<file path="config.mk">
export PLATFORM = sky130hd
export DESIGN_NAME = spi_flash_master_flat
export DESIGN_NICKNAME = d
export VERILOG_FILES = /design/src/rtl/spi_flash_master_pkg.sv /design/src/rtl/spi_flash_master_if.sv /design/src/rtl/spi_flash_master_clkgen.sv /design/src/rtl/spi_flash_master.sv /design/src/flat_wrapper.sv
export SDC_FILE = /design/constraint.sdc
export NUM_CORES = 1
export LEC_CHECK = 0
export BUFFER_PORTS_ARGS = -buffer_cell sky130_fd_sc_hd__buf_2
export CORE_MARGIN = 2
export CORE_UTILIZATION = 25
export DETAILED_ROUTE_END_ITERATION = 8
export PLACE_DENSITY = 0.46
export RECOVER_POWER = 25
export SLEW_MARGIN = 40
export SYNTH_ARGS = -nofsm -noshare
export SYNTH_HDL_FRONTEND = slang
export SYNTH_HIERARCHICAL = 1
export SYNTH_SLANG_ARGS = --single-unit
</file>
<file path="constraint.sdc">
create_clock -name clk -period 7.55 [get_ports clk]
set_clock_uncertainty 0.2 [all_clocks]
set_input_delay 1.51 -clock clk [delete_from_list [all_inputs] [get_ports clk]]
set_output_delay 1.51 -clock clk [all_outputs]
set_load 0.02 [all_outputs]
</file>
<file path="src/rtl/spi_flash_master_pkg.sv">
// Shared definitions for the byte-wide SPI flash master: IO bit positions and FSM encoding.
package spi_flash_master_pkg;

    localparam int unsigned SPI_CTRL_BIT = 3;
    localparam int unsigned SPI_DATA_BIT = 10;
    localparam int unsigned SPI_STAT_BIT = 13;

    typedef enum logic [1:0] {
        StIdle = 2'd0,
        StLow  = 2'd1,
        StHigh = 2'd2
    } spi_state_e;

endpackage

</file>
<file path="src/rtl/spi_flash_master_if.sv">
// CPU-side register interface of the SPI flash master (strobes in, status and data out).
interface spi_flash_master_if;

    logic       wr_data;
    logic       wr_ctrl;
    logic       rd_data;
    logic [7:0] tx_data;
    logic [7:0] rx_data;
    logic       rx_valid;
    logic       busy;
    logic       cs_active;

    modport master (
        output wr_data, wr_ctrl, rd_data, tx_data,
        input  rx_data, rx_valid, busy, cs_active
    );

    modport slave (
        input  wr_data, wr_ctrl, rd_data, tx_data,
        output rx_data, rx_valid, busy, cs_active
    );

endinterface

</file>
<file path="src/rtl/spi_flash_master_clkgen.sv">
// Half-period counter for the SPI master; emits one-cycle SCK rise/fall request pulses.
module spi_flash_master_clkgen #(
    parameter int unsigned HALF = 2,
    parameter int unsigned CNTW = 8
) (
    input  logic clk,
    input  logic reset,
    input  logic clear,
    input  logic run,
    input  logic sck,
    output logic rise,
    output logic fall
);

    logic [CNTW-1:0] div_q;
    logic            tick;

    assign tick = run && (div_q == CNTW'(HALF - 1));
    assign rise = tick && !sck;
    assign fall = tick && sck;

    always_ff @(posedge clk) begin
        if (reset || clear) begin
            div_q <= '0;
        end else if (run) begin
            div_q <= tick ? '0 : div_q + CNTW'(1);
        end
    end

endmodule

</file>
<file path="src/rtl/spi_flash_master.sv">
// Byte-wide SPI mode-0 master: one write starts a byte, software polls busy, CS is manual.
module spi_flash_master
    import spi_flash_master_pkg::*;
#(
    parameter int unsigned HALF = 2,
    parameter int unsigned CNTW = 8
) (
    input  logic               clk,
    input  logic               reset,
    spi_flash_master_if.slave  bus,
    output logic               spi_sck,
    output logic               spi_mosi,
    input  logic               spi_miso,
    output logic               spi_cs_n
);

    spi_state_e state_q, state_d;
    logic [7:0] shreg_q, shreg_d;
    logic [2:0] bitcnt_q, bitcnt_d;
    logic       sck_q, sck_d;
    logic       mosi_q, mosi_d;
    logic       cs_n_q, cs_n_d;
    logic [7:0] rx_data_q, rx_data_d;
    logic       rx_valid_q, rx_valid_d;
    logic       start;
    logic       rise;
    logic       fall;

    spi_flash_master_clkgen #(
        .HALF (HALF),
        .CNTW (CNTW)
    ) u_clkgen (
        .clk   (clk),
        .reset (reset),
        .clear (start),
        .run   (state_q != StIdle),
        .sck   (sck_q),
        .rise  (rise),
        .fall  (fall)
    );

    always_comb begin
        state_d    = state_q;
        shreg_d    = shreg_q;
        bitcnt_d   = bitcnt_q;
        sck_d      = sck_q;
        mosi_d     = mosi_q;
        cs_n_d     = cs_n_q;
        rx_data_d  = rx_data_q;
        rx_valid_d = rx_valid_q;
        start      = 1'b0;

        // Completion below overrides a same-cycle read acknowledge.
        if (bus.rd_data) begin
            rx_valid_d = 1'b0;
        end

        unique case (state_q)
            StIdle: begin
                if (bus.wr_ctrl) begin
                    cs_n_d = ~bus.tx_data[0];
                end
                if (bus.wr_data) begin
                    start      = 1'b1;
                    shreg_d    = bus.tx_data;
                    mosi_d     = bus.tx_data[7];
                    bitcnt_d   = 3'd7;
                    rx_valid_d = 1'b0;
                    state_d    = StLow;
                end
            end
            StLow: begin
                if (rise) begin
                    sck_d   = 1'b1;
                    shreg_d = {shreg_q[6:0], spi_miso};
                    state_d = StHigh;
                end
            end
            StHigh: begin
                if (fall) begin
                    sck_d = 1'b0;
                    if (bitcnt_q == 3'd0) begin
                        rx_data_d  = shreg_q;
                        rx_valid_d = 1'b1;
                        state_d    = StIdle;
                    end else begin
                        mosi_d   = shreg_q[7];
                        bitcnt_d = bitcnt_q - 3'd1;
                        state_d  = StLow;
                    end
                end
            end
            default: state_d = StIdle;
        endcase
    end

    always_ff @(posedge clk) begin
        if (reset) begin
            state_q    <= StIdle;
            shreg_q    <= '0;
            bitcnt_q   <= '0;
            sck_q      <= 1'b0;
            mosi_q     <= 1'b0;
            cs_n_q     <= 1'b1;
            rx_data_q  <= '0;
            rx_valid_q <= 1'b0;
        end else begin
            state_q    <= state_d;
            shreg_q    <= shreg_d;
            bitcnt_q   <= bitcnt_d;
            sck_q      <= sck_d;
            mosi_q     <= mosi_d;
            cs_n_q     <= cs_n_d;
            rx_data_q  <= rx_data_d;
            rx_valid_q <= rx_valid_d;
        end
    end

    assign spi_sck       = sck_q;
    assign spi_mosi      = mosi_q;
    assign spi_cs_n      = cs_n_q;
    assign bus.rx_data   = rx_data_q;
    assign bus.rx_valid  = rx_valid_q;
    assign bus.busy      = (state_q != StIdle);
    assign bus.cs_active = ~cs_n_q;

endmodule

</file>
<file path="src/flat_wrapper.sv">
// flat-port wrapper written by rule: the top's interface ports become plain ports
module spi_flash_master_flat import spi_flash_master_pkg::*;
#(
    parameter int unsigned HALF = 2,
    parameter int unsigned CNTW = 8
)
  (clk, reset, spi_sck, spi_mosi, spi_miso, spi_cs_n, bus_wr_data, bus_wr_ctrl, bus_rd_data, bus_tx_data, bus_rx_data, bus_rx_valid, bus_busy, bus_cs_active);
  spi_flash_master_if bus_i ();
  input  logic clk;
  input  logic reset;
  output logic spi_sck;
  output logic spi_mosi;
  input  logic spi_miso;
  output logic spi_cs_n;
  input wire logic [$bits(bus_i.wr_data)-1:0] bus_wr_data;
  input wire logic [$bits(bus_i.wr_ctrl)-1:0] bus_wr_ctrl;
  input wire logic [$bits(bus_i.rd_data)-1:0] bus_rd_data;
  input wire logic [$bits(bus_i.tx_data)-1:0] bus_tx_data;
  output wire logic [$bits(bus_i.rx_data)-1:0] bus_rx_data;
  output wire logic [$bits(bus_i.rx_valid)-1:0] bus_rx_valid;
  output wire logic [$bits(bus_i.busy)-1:0] bus_busy;
  output wire logic [$bits(bus_i.cs_active)-1:0] bus_cs_active;
  assign bus_i.wr_data = bus_wr_data;
  assign bus_i.wr_ctrl = bus_wr_ctrl;
  assign bus_i.rd_data = bus_rd_data;
  assign bus_i.tx_data = bus_tx_data;
  assign bus_rx_data = bus_i.rx_data;
  assign bus_rx_valid = bus_i.rx_valid;
  assign bus_busy = bus_i.busy;
  assign bus_cs_active = bus_i.cs_active;
  spi_flash_master #(.HALF(HALF), .CNTW(CNTW)) u_core (.clk(clk), .reset(reset), .bus(bus_i), .spi_sck(spi_sck), .spi_mosi(spi_mosi), .spi_miso(spi_miso), .spi_cs_n(spi_cs_n));
endmodule
</file>
==> impl_metrics.csv <==
group,metric,value,unit
outcome,status,"finished, final reports clean",
floorplanning,die_area,6920,µm²
global_route,grt_max_degree,27,
critical_path,worst_ep_required_time,5840,ps
layout,drive_gt1_frac,0.201,
clock_tree,clock-root-buffer,"clkbuf_8",
placement,placed_cells,266,
route,vias,1237,
route,routedWlPerCell,11.8,µm
floorplanning,initial_core_util,0.261,
floorplanning,die_w,83.2,µm
synth,yosys.area.top_type,"dfxtp_1",
global_route,grt_pass1_vias,1152,
min_path,hold_path_class,"flip-flop to flip-flop",
sta,slew_viol_final,0,
sta,maxSlewHeadroom,0.241,
floorplanning,boundaryPins,28,
synth,synth_warnings,6,
critical_path,worstPathArrival,1470,ps
global_route,grtUsageTotal,0.0984,
sta,hold_viol,0,
floorplanning,die_h,83.2,µm
power_and_ir_drop,pwr-share-clk,0.428,
power_and_ir_drop,p_comb_frac,0.109,
power_and_ir_drop,p_per_area,222,nW/µm²
layout,multi_input_area,808,µm²
layout,num_antenna_cells,0,
layout,area_delta_synth_final,18.0,%
global_route,grt_pass1_wl,5570,µm
route,viasPerCell,4.51,
placement,hpwl,2270,µm
layout,postLayoutCoreUtil,0.308,
critical_path,end_kind,"output pin",
power_and_ir_drop,p_leak,0.764,nW
critical_path,cp-start-kind,"flip-flop",
clock_tree,cts_tree,"done",
synth,synth-async-reset-ratio,0,
layout,final_common_cell,"dfxtp_1",
sta,period_share,0.421,
synth,synth.avg_cell_area,9.05,µm²
critical_path,ff2ff_setup_slack,4490,ps
route,detail-route-antenna-nets,0,
floorplanning,rows,28,
layout,stdcell_count,274,
clock_tree,cts_resized,0,
route,firstDrtPassIters,4,
power_and_ir_drop,seqPwrFrac,0.463,
synth,yosys_most_used_dff,"dfxtp_1",
clock_tree,clk_latency,290,ps
route,drt_wl_total,3220,µm
synth,syn_nets,191,
sta,timing.setup.tns,0,ps
synth,synth_edf_count,0,
synth,synthesis.area,1570,µm²
power_and_ir_drop,ir_drop,0.0000756,V
job,cap_violations,0,
critical_path,worstSetupPathType,"flip-flop to output pin",
clock_tree,holdBufCountCts,0,
clock_tree,cts_setup_buffers,0,
synth,ys_ff_latch,33,
clock_tree,cts_inserted_buffers,5,
layout,regArea,661,µm²
layout,fillers,640,
synth,synthTopCellsByArea,"dfxtp_1, mux2i_1, nor2_1, a21oi_1, a211oi_1",
clock_tree,cts_sinks,33,
sta,max_freq,315,MHz
sta,worst_pin_slew,1140,ps
synth,synthCells,173,
power_and_ir_drop,switchingPower,0.000102,W
placement,gp_congestion,0.775,
route,drcViolationCount,0,
sta,period_minus_slack,3180,ps
layout,fin_nets,216,
clock_tree,cts-htree-levels,2,
placement,dpl_worst_slack,4520,ps
floorplanning,core-area,5990,µm²
route,dr.first_iter.drc_count,56,
synth,synth.distinct_cells,37,
synth,ys_seq_area_frac,0.422,
placement,port_buffers,27,
sta,rsz0062_at_grt,"false",
power_and_ir_drop,switching_share,0.249,
clock_tree,cts_max_path_buffers,2,
clock_tree,clk_pin_slew,70,ps
critical_path,critPathMaxFanout,11,
layout,final_cell_mix,"dfxtp_1, nor2_1, buf_2, mux2i_1, a21oi_1",
global_route,grt_overflow,0,
synth,yosysTopAreaCellShare,0.422,
global_route,antenna_found_initial,0,
power_and_ir_drop,power.internal,0.000308,W
sta,setup_ws,4370,ps
sta,setup_violations,0,
==> through the flow <==
stage                     hold slack (ps)  area, µm²  total power (W)
after floorplan                       266       1570         0.000227
after global placement                273       1730         0.000240
after detailed placement              267       1730         0.000239
after CTS                             290       1850         0.000419
after global routing                  304       1850         0.000432
final                                 284       1850         0.000410
==> flip-flops by register name, summed over array words and instances, names as in the netlist <==
register	flops
u_core/bus.rx_valid	1
u_core/bitcnt_q	3
u_core/spi_sck	1
u_core/shreg_q	8
u_core/u_clkgen/div_q	8
u_core/spi_cs_n	1
u_core/bus.rx_data	8
u_core/state_q	2
u_core/spi_mosi	1
==> cell type report <==
type                       count  share of cell area
multi-input combinational    122               0.437
clock inverter                 2              0.0203
clock buffer                   6              0.0447
tap                           75              0.0508
sequential                    33               0.357
timing repair buffer          27              0.0711
inverter                       9              0.0183
==> worst max-delay path, stage by stage, from the launching register on <==
cell     delay (ps)
dfxtp_1         580
nor2_1          150
inv_1           230
buf_2           220
==> synth_stat cells (3+ instances only) <==
library cell and n:
nor3_1 4, mux2i_1 18, xor2_1 3, a21oi_1 12, nor2b_1 3, nand2b_1 5, nand2_1 10, ha_1 4
inv_1 9, nor2_1 27, dfxtp_1 33, a211oi_1 8, o21ai_0 3, buf_4 3, clkbuf_1 4
==> logic make-up after synthesis <==
family,share of synthesized area
compound gates,0.149
xor+xnor,0.0168
fa+ha+maj,0.0320
buf+inv,0.0623
flops,0.422
mux,0.115
simple gates,0.203
==> path summary, 6_finish.rpt <==
path	start	to	depth (start not counted)
min reg2reg	u_core/spi_cs_n	u_core/spi_cs_n	1
max reg2reg	u_core/state_q[1]	u_core/bus.rx_data[1]	9
max	u_core/state_q[1]	bus_busy	3
min	u_core/spi_cs_n	u_core/spi_cs_n	1
==> power groups by stage <==
stage	Sequential [W]	Combinational, W	Clock [W]
after global placement	0.000194	0.0000457	0
after CTS	0.000190	0.0000456	0.000183
after floorplan	0.000193	0.0000346	0
final	0.000190	0.0000445	0.000176
after global routing	0.000191	0.0000508	0.000190
after detailed placement	0.000194	0.0000454	0
==> layer usage <==
metal / track usage / up-vias / share of wire
met5: 0 / - / 0
met1: 0.131 / 566 / 0.51
met3: 0.0328 / 7 / 0.043
met2: 0.144 / 19 / 0.43
li1: - / 645 / -
met4: 0.0447 / 0 / 0.020
(Power assumes the default switching activity.)
